==> src/rtl/pipe_in_fifo64.sv <==
// pipe_in_fifo64: packs 16-bit host words into 64-bit blocks, buffers them
// in a synchronous FIFO and serves one block per accepted read with a
// 1-cycle registered read latency.
// Optional build macro PIPE_IN_FIFO64_UNDERFLOW_EN adds a sticky underflow flag.
module pipe_in_fifo64 #(
    parameter int ADDR_W = 4
) (
    input  logic              clk,
    input  logic              reset,
    input  logic              fifo_reset,
    input  logic              wr_en,
    input  logic [15:0]       wr_data,
    input  logic              read,
    output logic [63:0]       data,
    output logic              valid,
    output logic              empty,
    output logic              full,
    output logic [ADDR_W:0]   count,
    output logic              overflow
`ifdef PIPE_IN_FIFO64_UNDERFLOW_EN
    ,
    output logic              underflow
`endif
);

    localparam int DEPTH = 1 << ADDR_W;
    localparam logic [ADDR_W:0] FULL_CNT = (ADDR_W + 1)'(DEPTH);

    logic [1:0]        phase_p0;
    logic [47:0]       blk_p0;
    logic [63:0]       mem [DEPTH];
    logic [ADDR_W-1:0] wr_ptr;
    logic [ADDR_W-1:0] rd_ptr;
    logic [ADDR_W:0]   count_nxt;
    logic              commit;
    logic              rd_acc;
    logic              wr_ok;

    // Commit/read decisions; a flush overrides both. When full, a same-cycle
    // accepted read frees the head slot so the commit still lands.
    always_comb begin
        commit    = wr_en && (phase_p0 == 2'd3) && !fifo_reset;
        rd_acc    = read && (count != '0) && !fifo_reset;
        wr_ok     = commit && ((count != FULL_CNT) || rd_acc);
        count_nxt = count;
        if (wr_ok && !rd_acc)
            count_nxt = count + (ADDR_W + 1)'(1);
        else if (rd_acc && !wr_ok)
            count_nxt = count - (ADDR_W + 1)'(1);
    end

    // Staging lanes for words 0..2; word 3 goes straight into the commit.
    always_ff @(posedge clk) begin
        if (wr_en) begin
            case (phase_p0)
                2'd0:    blk_p0[15:0]  <= wr_data;
                2'd1:    blk_p0[31:16] <= wr_data;
                2'd2:    blk_p0[47:32] <= wr_data;
                default: ;
            endcase
        end
    end

    // FIFO storage write port.
    always_ff @(posedge clk) begin
        if (wr_ok)
            mem[wr_ptr] <= {wr_data, blk_p0};
    end

    // Pointers, count, phase and registered flags.
    always_ff @(posedge clk or posedge reset) begin
        if (reset) begin
            phase_p0 <= 2'd0;
            wr_ptr   <= '0;
            rd_ptr   <= '0;
            count    <= '0;
            empty    <= 1'b1;
            full     <= 1'b0;
            valid    <= 1'b0;
            overflow <= 1'b0;
`ifdef PIPE_IN_FIFO64_UNDERFLOW_EN
            underflow <= 1'b0;
`endif
        end else if (fifo_reset) begin
            phase_p0 <= 2'd0;
            wr_ptr   <= '0;
            rd_ptr   <= '0;
            count    <= '0;
            empty    <= 1'b1;
            full     <= 1'b0;
            valid    <= 1'b0;
            overflow <= 1'b0;
`ifdef PIPE_IN_FIFO64_UNDERFLOW_EN
            underflow <= 1'b0;
`endif
        end else begin
            if (wr_en)
                phase_p0 <= phase_p0 + 2'd1;
            if (wr_ok)
                wr_ptr <= wr_ptr + ADDR_W'(1);
            if (rd_acc)
                rd_ptr <= rd_ptr + ADDR_W'(1);
            count <= count_nxt;
            empty <= (count_nxt == '0);
            full  <= (count_nxt == FULL_CNT);
            valid <= rd_acc;
            if (commit && !wr_ok)
                overflow <= 1'b1;
`ifdef PIPE_IN_FIFO64_UNDERFLOW_EN
            if (read && (count == '0))
                underflow <= 1'b1;
`endif
        end
    end

    // Registered read port; data holds between accepted reads.
    always_ff @(posedge clk or posedge reset) begin
        if (reset)
            data <= '0;
        else if (fifo_reset)
            data <= '0;
        else if (rd_acc)
            data <= mem[rd_ptr];
    end

endmodule

==> config.mk <==
export PLATFORM = sky130hd
export DESIGN_NAME = pipe_in_fifo64
export DESIGN_NICKNAME = d
export VERILOG_FILES = /design/src/rtl/pipe_in_fifo64.sv
export SDC_FILE = /design/constraint.sdc
export NUM_CORES = 1
export LEC_CHECK = 0
export CORE_UTILIZATION = 49
export DETAILED_ROUTE_END_ITERATION = 6
export GPL_ROUTABILITY_DRIVEN = 1
export GPL_TIMING_DRIVEN = 0
export PLACE_DENSITY = 0.71
export SLEW_MARGIN = 5
export SYNTH_ARGS = -nofsm -noshare
export SYNTH_HDL_FRONTEND = slang
export SYNTH_SLANG_ARGS = --single-unit
==> constraint.sdc <==
create_clock -name clk -period 6.75 [get_ports clk]
set_input_delay 1.6875 -clock clk [delete_from_list [all_inputs] [get_ports clk]]
set_output_delay 1.6875 -clock clk [all_outputs]
set_load 0.03 [all_outputs]
After elaboration in Yosys (flattened, before gate mapping)
Memory sizes are Yosys's and may differ from the RTL's. Index checks and enable logic that the tools add are counted.

Register bits after elaboration: 131. Memory bits (writable): 1024. Bits of input ports: 21. Output and inout bits: 73. Logic and storage cells: 63. Memories: 1.

Memory list: mem (words 16, bits a word 64, read ports 1, clocked after Yosys merged registers in 0, wr ports 1, RTL line 31) `logic [63:0] mem [DEPTH];`.

$add $sub $neg: 5. Equality and inequality tests: 5. Muxes and demuxes: 18. Reductions and logical operators: 22.

Operators with widths (count): $mux W64 (2); $mux W4 (4); $mux W5 (3); $add A4 B1 Y4 const B (2); $logic_and A1 B1 Y1 (8); $reduce_bool A2 Y1 (4); $mux W1 (7); $reduce_and A2 Y1 (3); $add A5 B1 Y5 const B (1); $eq A5 B5 Y1 const B (1); $logic_not A5 Y1 (1); $ne A5 B5 Y1 const B (1); $reduce_bool A5 Y1 (1); $sub A5 B1 Y5 const B (1); $eq A2 B2 Y1 const B (2); $mux W2 (2); $logic_not A1 Y1 (3); $add A2 B1 Y2 const B (1); $eq A2 B1 Y1 const B (1); $logic_not A2 Y1 (1); $logic_or A1 B1 Y1 (1).

Logic depth before layout (Yosys ltp)
Depth after elaboration: 11. Mapped depth: 8.

Worst setup path before layout
No wires, ideal clock.

Kind: input -> register. Start: in wr_en. End: mem mem[4][0], enable pin. Setup time: 0.565 ns. Arrival time: 6.763 ns. Data required time: 6.185 ns. Setup slack: -0.578 ns. Stages on the path: 4. Path buffers: 0. Path through: nand2_1 -> a211oi_2 -> nand2_1 -> nor3_1.

Word-level cells in the longest chain between the ends: 5.

RTL lines: start, declared (RTL line 11) `input logic wr_en,`; $logic_and A1 B1 Y1 (2 in series) (RTL line 42) `commit = wr_en && (phase_p0 == 2'd3) && !fifo_reset;`; $logic_and A1 B1 Y1 (RTL line 44) `wr_ok = commit && ((count != FULL_CNT) || rd_acc);`; $mux W1 (RTL line 66) `if (wr_ok)`; $mux W1 (not written as such) (RTL line 67) `mem[wr_ptr] <= {wr_data, blk_p0};`; end, declared (RTL line 31).

No other way between the ends.

Worst setup path in the final report
Start: in wr_en. End: mem mem[15][54], enable pin.

Same word-level chain as after synthesis.

==> impl_metrics.env <==
export IMPL_synth_edf_count=1072
export IMPL_place_ws_ns=1.50
export IMPL_core_um2=87300
export IMPL_cts_root_buf="clkbuf_16"
export IMPL_ios=94
export IMPL_grt_pass1_wl_um=145000
export IMPL_layout_min_cycle_time_ns=4.62
export IMPL_wl_per_cell_um=31.0
export IMPL_syn_inst=1747
export IMPL_leakage_nw=15.9
export IMPL_cellPowerDensity_nw_per_um2=337
export IMPL_synthMuxAreaShare_pct=16.7
export IMPL_die_area_um2=89800
export IMPL_timing_rr_end="mem[15][54]"
export IMPL_viasPerCell=6.19
export IMPL_finalPower_w=0.0170
export IMPL_grt_setup_unrepaired="no"
export IMPL_ir_drop_uv=230
export IMPL_cts_sinks=1155
export IMPL_setup_violations=0
export IMPL_dr_pass1_iters=7
export IMPL_portBuffers=93
export IMPL_clkSlewWorstSetupHoldPaths_ns=0.06
export IMPL_r2r_slack_ns=3.10
export IMPL_track_usage_pct=22.9
export IMPL_synthAdderAreaFrac_pct=0.346
export IMPL_dp_hpwl_um=59400
export IMPL_worst_r2r_startpoint="count[0]"
export IMPL_critPathLaunchType="input port"
export IMPL_final_layout_size_suffix_gt1_share_pct=29.0
export IMPL_synth_nets=1780
export IMPL_critPathTopFamily="simple AND/OR/NAND/NOR gates"
export IMPL_ctsResizeCount=0
export IMPL_final_cell_mix="edfxtp_1, mux4_2, clkbuf_16"
export IMPL_grt_max_degree=46
export IMPL_grt_pass1_vias=20800
export IMPL_cts_setup_buffers=0
export IMPL_synth_top_family_by_area="multiplexers"
export IMPL_fmaxAchievable_mhz=216
export IMPL_antenna_left=0
export IMPL_syn2layout_area_growth_pct=16.4
export IMPL_hp_start="data[41]"
export IMPL_hold_path_class="reg -> reg"
export IMPL_yosysUniqueCellTypes=51
export IMPL_top_layer="met4"
export IMPL_critPathMaxStageDelay_ns=0.71
export IMPL_drc=0
export IMPL_vias=20200
export IMPL_whs_ns=0.504
export IMPL_synth_area_per_cell_um2=24.9
export IMPL_path_class="in -> reg"
export IMPL_start_util_pct=49.7
export IMPL_ys_ff_latch=1155
export IMPL_async_reset_ff_share_pct=7.19
export IMPL_min_to="data[41]"
export IMPL_mostFrequentLayoutCell="edfxtp_1"
export IMPL_synth_warnings=0
export IMPL_drv_cap=0
export IMPL_cp_num_buf_inv=3
export IMPL_fp_row_count=108
export IMPL_tightest_slew_ns=1.37
export IMPL_clk_path_buf_depth=3
export IMPL_endpoint_kind="flip-flop"
export IMPL_met3WireLength_um=9960
export IMPL_synth_compound_area_share_pct=1.66
export IMPL_skew_ns=0.0325
export IMPL_crit_chain="clkdlybuf4s50_1, nand2_1, a211oi_2, nand3_1, nor2_4, buf_12, buf_12"
export IMPL_drtIter0Drc=2379
export IMPL_drv_slew=0
export IMPL_antenna_found_initial=3
export IMPL_synth_seq_area_share_pct=78.9
export IMPL_critPathMaxFanout=22
export IMPL_hold_buffers=0
export IMPL_h_tree_depth=3
export IMPL_synth_simple_area_share_pct=0.795
export IMPL_r2r_cells=8
export IMPL_final_nets=2046
export IMPL_route_layer_met1_wl_um=40700
export IMPL_critPathRequiredTime_ns=7.11
export IMPL_cts_buffers=113
export IMPL_place_congestion=0.754
export IMPL_slowest_stage="nor2_4"
export IMPL_holdPathStages=1
export IMPL_clkLatencyLatePin_ns=0.68
export IMPL_cpMostUsedCell="buf_12"
export IMPL_fp_dieW_um=300
export IMPL_finalCritPeriodShare_pct=68.5
export IMPL_grt_overflow=0
export IMPL_critPathArrivalTime_ns=4.98
export IMPL_ys_flop_type="edfxtp_1"
export IMPL_slew_headroom_pct=8.65
export IMPL_dr_wl_met2_um=48800
export IMPL_worst_slack_ns=2.13
export IMPL_cts_tree="built"
export IMPL_yosys_area_share_xor_xnor_pct=0.202
export IMPL_wirelength_um=101000
export IMPL_outcome="finished, final reports clean"
export IMPL_final_hold_violation_count=0
export IMPL_synth_area_um2=43400
export IMPL_die_h_um=300
## per-stage QoR
stage	std cells	instance area (um2)	setup TNS [ns]	util, %
6_report	3265	50600	0	57.9
3_3_place_gp	2995	45800	-2963.02	52.5
3_5_place_dp	3053	46800	0	53.6
2_1_floorplan	1747	43400	-147.95	-
5_1_grt	3263	50600	0	57.9
4_1_cts	3263	50600	0	57.9
## state kept, by name, summed over array words and instances, names as in the netlist
signal and cells:
mem 1024, data 64, blk_p0 48, count 5, rd_ptr 4, wr_ptr 4, phase_p0 2, empty 1
full 1, overflow 1, valid 1
## where the power goes
group	internal [W]	leakage [nW]	total [W]	switching, W
registers	0.00804	10.8	0.00823	0.000193
clock network	0.00378	1.85	0.00641	0.00263
logic	0.00107	3.25	0.00240	0.00132
## synth_stat cells, drive strengths merged, types with 2 or more instances
cell / number / share of area [%]
edfxtp: 1072 / 74
mux4: 320 / 17
dfrtp: 82 / 4.7
a22o: 64 / 1.3
buf: 47 / 0.89
clkbuf: 43 / 0.37
nor2: 19 / 0.18
and2: 14 / 0.20
inv: 14 / 0.12
ha: 12 / 0.35
nor3: 6 / 0.081
xnor2: 5 / 0.10
xor2: 5 / 0.10
a21oi: 4 / 0.046
mux2i: 4 / 0.092
nand2: 4 / 0.035
nand3: 3 / 0.035
nand4: 3 / 0.043
a211oi: 2 / 0.046
and4bb: 2 / 0.058
o31ai: 2 / 0.035
## cell type report
class                      instances  area, um2
tap                             1155       1450
clock buffer                     143       3070
clock inverter                    67        731
buffer                            90        552
fill                            6044      36700
sequential                      1155      34300
multi-input combinational        488       8620
timing repair buffer             151       1810
antenna                            2       5.00
inverter                          14       55.1
## routing by layer
| metal | up-vias | GRT usage, % |
|---|---|---|
| li1 | 8097 | - |
| met1 | 10900 | 33.6 |
| met2 | 1108 | 36.0 |
| met3 | 110 | 4.28 |
| met4 | 0 | 5.73 |
| met5 | - | 0 |
## how the worst max path moves through the flow
stage          start          end  slack (ns)  depth (start not counted)
2_1_floorplan  wr_en    mem[4][0]       -0.58                          4
3_3_place_gp   wr_en    mem[7][3]       -7.35                          5
3_5_place_dp   wr_en  mem[15][59]        1.50                          7
4_1_cts        wr_en  mem[15][21]        2.20                          7
5_1_grt        wr_en  mem[15][48]        2.00                          7
6_report       wr_en  mem[15][54]        2.13                          7
## kinds of logic after synthesis
| family | after synthesis |
|---|---|
| fa+ha+maj | 12 |
| buf+inv | 104 |
| compound gates | 82 |
| mux | 324 |
| simple gates | 60 |
| xor+xnor | 10 |
| flops | 1155 |
## worst register-to-register path, cell delays in order (launching register included)
cell and delay, ns:
dfrtp_1 0.42, inv_1 0.13, ha_1 0.25, and4bb_2 0.28
a211oi_2 0.54, nand3_1 0.44, nor2_4 0.72, buf_12 0.29
buf_12 0.25
(Power assumes the default switching activity.)
